`config.mk`:
```
export PLATFORM = sky130hd
export DESIGN_NAME = spi_slave_if
export DESIGN_NICKNAME = d
export VERILOG_FILES = /design/src/rtl/spi_slave_if.sv
export SDC_FILE = /design/constraint.sdc
export NUM_CORES = 1
export LEC_CHECK = 0
export ABC_AREA = 1
export CAP_MARGIN = 10
export CORE_ASPECT_RATIO = 1.25
export CORE_UTILIZATION = 59
export CTS_BUF_LIST = sky130_fd_sc_hd__clkbuf_2 sky130_fd_sc_hd__clkbuf_4 sky130_fd_sc_hd__clkbuf_8
export CTS_CLUSTER_DIAMETER = 100
export DETAILED_ROUTE_END_ITERATION = 10
export PLACE_DENSITY = 0.86
export SLEW_MARGIN = 40
export SYNTH_ARGS = -nofsm -noshare
export SYNTH_HDL_FRONTEND = slang
export SYNTH_SLANG_ARGS = --single-unit
```
`constraint.sdc`:
```
create_clock -name clk -period 4 [get_ports clk]
set_input_delay 1 -clock clk [delete_from_list [all_inputs] [get_ports clk]]
set_output_delay 1 -clock clk [all_outputs]
set_load 0.01 [all_outputs]
```
`src/rtl/spi_slave_if.sv`:
```
// SPI slave front end: deserialises {opcode, payload} frames for the RAM and shifts read data back out on MISO.
// Optional SPI_FRAME_ERR_EN adds a frame_err strobe for truncated frames and select/opcode disagreement.
//
// state     | meaning
// ----------+-------------------------------------------------------------
// IDLE      | no frame in progress, waiting for SS_n low
// CHK_CMD   | sampling the select bit that picks write or read handling
// WRITE     | receiving a write-address or write-data word
// READ_ADD  | receiving a read-address word; marks the address as seen
// READ_DATA | receiving the read-data request, then returning tx_data on MISO
module spi_slave_if #(
    parameter int DATA_W = 8
) (
    input  logic              clk,
    input  logic              rst_n,
    input  logic              SS_n,
    input  logic              MOSI,
    input  logic [DATA_W-1:0] tx_data,
    input  logic              tx_valid,
`ifdef SPI_FRAME_ERR_EN
    output logic              frame_err,
`endif
    output logic              MISO,
    output logic [DATA_W+1:0] rx_data,
    output logic              rx_valid
);

    localparam int RX_BITS = DATA_W + 2;
    localparam int CNT_W   = $clog2(RX_BITS + 1);

    typedef enum logic [2:0] {
        IDLE      = 3'd0,
        CHK_CMD   = 3'd1,
        WRITE     = 3'd2,
        READ_ADD  = 3'd3,
        READ_DATA = 3'd4
    } state_t;

    state_t              r_state;
    state_t              w_next_state;

    logic [CNT_W-1:0]    r_bit_cnt;
    logic [CNT_W-1:0]    r_tx_cnt;
    logic [DATA_W+1:0]   r_rx_data;
    logic [DATA_W-1:0]   r_tx_shift;
    logic                r_rx_valid;
    logic                r_miso;
    logic                r_tx_busy;
    logic                r_tx_done;
    logic                r_rd_addr_seen;

    logic                w_in_rx_state;
    logic                w_load_cnt;
    logic                w_shift_en;
    logic                w_rx_last;
    logic                w_tx_capture;
    logic                w_tx_step;

    always_ff @(posedge clk) begin
        if (!rst_n) begin
            r_state <= IDLE;
        end else begin
            r_state <= w_next_state;
        end
    end

    always_comb begin
        w_next_state = r_state;
        case (r_state)
            IDLE: begin
                if (!SS_n) w_next_state = CHK_CMD;
            end
            CHK_CMD: begin
                if (SS_n)                w_next_state = IDLE;
                else if (!MOSI)          w_next_state = WRITE;
                else if (r_rd_addr_seen) w_next_state = READ_DATA;
                else                     w_next_state = READ_ADD;
            end
            WRITE, READ_ADD, READ_DATA: begin
                if (SS_n) w_next_state = IDLE;
            end
            default: w_next_state = IDLE;
        endcase
    end

    // A non-zero bit counter marks the receive phase; zero means the word is in.
    always_comb begin
        w_in_rx_state = (r_state == WRITE) || (r_state == READ_ADD) || (r_state == READ_DATA);
        w_load_cnt    = (r_state == CHK_CMD) && !SS_n;
        w_shift_en    = w_in_rx_state && (r_bit_cnt != '0) && !SS_n;
        w_rx_last     = w_shift_en && (r_bit_cnt == CNT_W'(1));
        w_tx_capture  = (r_state == READ_DATA) && (r_bit_cnt == '0) && !r_tx_busy
                        && !r_tx_done && !SS_n && tx_valid;
        w_tx_step     = (r_state == READ_DATA) && r_tx_busy && !SS_n;
    end

    always_ff @(posedge clk) begin
        if (!rst_n) begin
            r_bit_cnt      <= '0;
            r_tx_cnt       <= '0;
            r_rx_data      <= '0;
            r_tx_shift     <= '0;
            r_rx_valid     <= 1'b0;
            r_miso         <= 1'b0;
            r_tx_busy      <= 1'b0;
            r_tx_done      <= 1'b0;
            r_rd_addr_seen <= 1'b0;
        end else begin
            r_rx_valid <= w_rx_last;
            if (SS_n) begin
                r_bit_cnt <= '0;
                r_tx_cnt  <= '0;
                r_miso    <= 1'b0;
                r_tx_busy <= 1'b0;
                r_tx_done <= 1'b0;
            end else begin
                if (w_load_cnt) begin
                    r_bit_cnt <= CNT_W'(RX_BITS);
                    r_tx_busy <= 1'b0;
                    r_tx_done <= 1'b0;
                end
                if (w_shift_en) begin
                    r_rx_data <= {r_rx_data[DATA_W:0], MOSI};
                    r_bit_cnt <= r_bit_cnt - CNT_W'(1);
                end
                if (w_rx_last && (r_state == READ_ADD)) begin
                    r_rd_addr_seen <= 1'b1;
                end
                // MSB goes out straight from the capture; the rest follows from the shifter.
                if (w_tx_capture) begin
                    r_miso     <= tx_data[DATA_W-1];
                    r_tx_shift <= {tx_data[DATA_W-2:0], 1'b0};
                    r_tx_cnt   <= CNT_W'(DATA_W - 1);
                    r_tx_busy  <= 1'b1;
                end else if (w_tx_step) begin
                    if (r_tx_cnt == '0) begin
                        r_miso         <= 1'b0;
                        r_tx_busy      <= 1'b0;
                        r_tx_done      <= 1'b1;
                        r_rd_addr_seen <= 1'b0;
                    end else begin
                        r_miso     <= r_tx_shift[DATA_W-1];
                        r_tx_shift <= {r_tx_shift[DATA_W-2:0], 1'b0};
                        r_tx_cnt   <= r_tx_cnt - CNT_W'(1);
                    end
                end
            end
        end
    end

`ifdef SPI_FRAME_ERR_EN
    logic r_sel;
    logic r_frame_err;
    logic w_frame_done;
    logic w_abort;
    logic w_sel_mismatch;

    always_comb begin
        w_frame_done   = w_in_rx_state && (r_bit_cnt == '0)
                         && ((r_state != READ_DATA) || r_tx_done);
        w_abort        = SS_n && ((r_state == CHK_CMD) || (w_in_rx_state && !w_frame_done));
        // The word's MSB after the final shift is the bit now sitting at DATA_W.
        w_sel_mismatch = w_rx_last && (r_sel != r_rx_data[DATA_W]);
    end

    always_ff @(posedge clk) begin
        if (!rst_n) begin
            r_sel       <= 1'b0;
            r_frame_err <= 1'b0;
        end else begin
            if (w_load_cnt) r_sel <= MOSI;
            r_frame_err <= w_abort || w_sel_mismatch;
        end
    end

    assign frame_err = r_frame_err;
`endif

    // Gating with SS_n drops MISO in the very cycle the master deselects.
    assign MISO     = r_miso & ~SS_n;
    assign rx_data  = r_rx_data;
    assign rx_valid = r_rx_valid;

endmodule

```
Word level (Yosys, flattened, before mapping)

Index checks and enable logic that the tools add are counted.

Logic and storage cells: 85
Register bits: 34

Bitwise logic cells: 4
Mux-type cells: 29
Add/subtract/negate cells: 2
Eq/ne operators: 8
Reduce and logical (&&, ||, !) cells: 31

Operator list:

| kind                                                | count |
|---|---|
| 2-to-1 mux 3 bit                                    | 8 |
| 2-to-1 mux 8 bit                                    | 3 |
| 2-to-1 mux 1 bit                                    | 15 |
| logical AND 1 bit                                   | 12 |
| case mux 3 bit (3 select lines)                     | 1 |
| logical NOT 4 bit                                   | 2 |
| 2-to-1 mux 4 bit                                    | 2 |
| AND reduction 2 bit                                 | 4 |
| subtractor 4 x 1 -> 4 bit, second input constant    | 2 |
| equality test 3 x 2 -> 1 bit, second input constant | 2 |
| != test 2 bit, second input constant                | 3 |
| OR reduction 3 bit                                  | 2 |
| equality test 4 x 1 -> 1 bit, second input constant | 1 |
| nonzero test 2 bit                                  | 2 |
| nonzero test 4 bit                                  | 1 |
| equality test 3 x 1 -> 1 bit, second input constant | 1 |
| equality test 3 bit, second input constant          | 1 |
| logical NOT 1 bit                                   | 3 |
| logical NOT 3 bit                                   | 1 |
| NOT 1 bit                                           | 3 |
| AND reduction 3 bit                                 | 1 |
| logical OR 1 bit                                    | 2 |
| OR reduction 2 bit                                  | 1 |
| bitwise AND 1 bit                                   | 1 |

Depth between registers and ports, before layout

Depth after elaboration: 11
Mapped depth: 9
Mapped depth without buffers: 9

Worst setup path before layout

Ideal clock, no wire load.

Path type: input to output
Start point: in SS_n
End point: out MISO
Buffers on the path: 0
Data arrival time: 1.169 ns
Cell stages on the path: 1
Data required time: 3.000 ns
Setup slack: 1.831 ns
Cell sequence: nor2_1

Word-level cells in the longest chain between the ends: 2

Ends and longest elaborated chain:

| what                       | RTL line | RTL |
|---|---|---|
| start, declared            | 16       | `input logic SS_n,` |
| NOT 1 bit (no source line) | --       |  |
| bitwise AND 1 bit          | 180      | `assign MISO = r_miso & ~SS_n;` |
| end, declared              | 23       | `output logic MISO,` |

No other way between the ends.

Worst setup path after layout

Ends and elaborated chain as after synthesis.

==> impl_metrics.yaml <==
status:
  status: "complete, no violations"
power:
  leakage_nw: 0.830
  power_density_nw_per_um2: 305
  finalPower_w: 0.000597
  ir_drop_v: 0.000245
floorplanning:
  core-area_um2: 2650
  ios: 25
  die_h_um: 61.0
  die_x_um: 49.2
  placementRows: 21
  initial_core_util: 0.618
  die_area_um2: 3000
synthesis:
  syn_inst: 232
  yosys_register_bits: 33
  yosys_warnings: 0
  yosysUniqueCellTypes: 25
  syn-num-nets: 248
  ys_seq_area_frac: 0.403
  syn_area_um2: 1640
  avgSynthCellArea_um2: 7.07
finish:
  fin_util: 0.738
  syn_to_final_growth_pct: 19.4
  num-nets-final: 274
  drive_gt1_frac: 0.0927
  fillers: 227
  num_antenna_cells: 0
  final_cells: 293
  stdcell_area_um2: 1960
clock_network:
  ctsResizeCount: 0
  clock_sinks: 33
  cts_tree: "built"
  cts_buffer_depth: 2
  htree_num_levels: 2
  cts_made_buffers: 5
  clk_pin_slew_ps: 100
  clkLatencyLatePin_ps: 350
  postCtsSetupRepairBufs: 0
  root_buffer: "clkbuf_4"
  hold_buffers: 0
min_path:
  hold_path.class: "register to register"
  worstHoldPathCells: 2
worst_setup_path:
  worstSetupPathType: "input pin to primary output"
  cp_top_family: "buffers and inverters"
  cp_num_buf_inv: 2
  cp.arrival_ps: 2170
  cpPeakStageDelay_ps: 530
  critPathLaunchType: "input pin"
  cpMostUsedCell: "clkdlybuf4s50_1"
  worst-path-max-fanout: 6
  cp.depth: 3
  crit_slowest_cell: "clkdlybuf4s50_1"
  rr_worst_depth: 8
  required_ps: 3000
  path_cells: "clkdlybuf4s50_1, nor2_1, clkdlybuf4s50_1"
  crit_path_end_kind: "primary output"
global_route:
  grt_pass1_wl_mm: 5.93
  grt_pass1_vias: 1430
  antenna_found_initial: 0
  grt_max_degree: 20
  overflow: 0
  grt.total_usage: 0.267
place:
  portBuffers: 24
  dp_cells: 285
  gp_congestion: 0.834
  dp_hpwl_mm: 2.38
  place_area_um2: 1890
timing:
  setup_viol: 0
  clock_skew_ps: 8.56
  period_minus_slack_ps: 3170
  max_freq_mhz: 315
  tns_ps: 0
  tightest_slew_ps: 468
  slew_headroom: 0.688
  rsz0062_at_grt: "false"
  hold_viol_final: 0
  period_share: 0.793
  slew_violations: 0
drt:
  vias_per_cell: 5.08
  routed-via-count: 1489
  wirelength_mm: 3.39
  drt-wirelength-per-cell_um: 11.6
  ant_nets: 0
  drt_iter0_drc: 45
  drc: 0
  first_pass_iters: 4
job:
  max-cap-violations: 0
## layer usage
metal	vias up	wire [um]	GRT usage	share of wire
met3	10	123	0.0877	0.036
met1	652	1470	0.273	0.44
met2	28	1700	0.487	0.50
li1	799	-	-	-
met5	-	0	0	0
met4	0	89	0.147	0.026
## cell type report
class	instances	area, um^2	share of cell area
inverter	25	93.8	0.0479
clock inverter	1	5.00	0.00256
timing repair buffer	24	240	0.123
sequential	33	661	0.337
multi-input combinational	169	851	0.435
clock buffer	7	65.1	0.0332
tap	34	42.5	0.0217
## worst register-to-register path: stages, from the launching register on
cell and delay [ps]:
dfxtp_1 400, inv_1 100, ha_1 260, nand3_2 170, nand3_2 280, inv_2 290, nand3_1 120, nand2_1 70
nor2_1 40
## cells by family after synthesis
kind of cell	count (synthesis)	synth area share
AO/OA/AOI/OAI	29	0.0946
XOR/XNOR	1	0.00534
buffers and inverters	30	0.0786
adder cells (fa/ha/maj)	3	0.0229
AND/OR/NAND/NOR	136	0.396
flip-flops	33	0.403
## sequential cells by signal, summed over array words and instances (netlist names)
register / count
rx_data: 10
r_tx_done: 1
r_bit_cnt: 4
r_state: 3
r_tx_busy: 1
r_miso: 1
r_tx_cnt: 4
r_tx_shift: 7
rx_valid: 1
r_rd_addr_seen: 1
## report_power, final
| group | internal (W) | switching [W] |
|---|---|---|
| Sequential | 0.000331 | 0.00000284 |
| Clock | 0.000102 | 0.000120 |
| Combinational | 0.0000182 | 0.0000233 |
## synthesized netlist by cell type
library cell | count | area [um^2]
nor2_1 | 27 | 101
nor2_4 | 3 | 33.8
ha_1 | 3 | 37.5
nand4_1 | 5 | 31.3
o21ai_2 | 1 | 8.76
nand3_2 | 2 | 20.0
dfxtp_1 | 33 | 661
o32ai_1 | 1 | 8.76
o21ai_0 | 6 | 30.0
nor2_8 | 1 | 20.0
nand2_1 | 67 | 251
nor3_1 | 2 | 10.0
inv_2 | 4 | 15.0
xor2_1 | 1 | 8.76
buf_6 | 1 | 11.3
clkbuf_1 | 1 | 3.75
o31ai_1 | 1 | 7.51
nand3b_1 | 6 | 45.0
a21oi_1 | 20 | 100
nand3_1 | 18 | 90.1
buf_4 | 2 | 15.0
nand2_2 | 2 | 12.5
nand2_4 | 3 | 33.8
inv_1 | 21 | 78.8
buf_2 | 1 | 5.00
## cell usage in the layout (no fill, tap or decap)
cell type,Yosys,final
nor2_4,3,3
nand3_2,2,2
o31ai_1,1,1
xor2_1,1,1
nand2_1,67,67
a21oi_1,20,20
o21ai_0,6,6
clkdlybuf4s50_1,0,24
nand3b_1,6,6
nor2_1,27,27
nor3_1,2,2
clkinv_2,0,1
nand2_4,3,3
ha_1,3,3
clkbuf_8,0,2
nand3_1,18,18
nand4_1,5,5
inv_1,21,21
o32ai_1,1,1
nor2_8,1,1
o21ai_2,1,1
clkbuf_4,0,5
nand2_2,2,2
dfxtp_1,33,33
inv_2,4,4
## per-stage QoR
stage	setup slack [ps]	hold slack, ps
2_1_floorplan	1830	445
3_3_place_gp	841	451
5_1_grt	790	503
4_1_cts	825	478
6_report	827	473
3_5_place_dp	823	462
## path summary, 6_finish.rpt
path | end | from | slack (ps)
max | MISO | SS_n | 830
min | rx_data[9] | rx_data[9] | 470
max reg2reg | r_bit_cnt[3] | r_bit_cnt[0] | 2180
min reg2reg | rx_data[9] | rx_data[9] | 470
(Power assumes the default switching activity.)
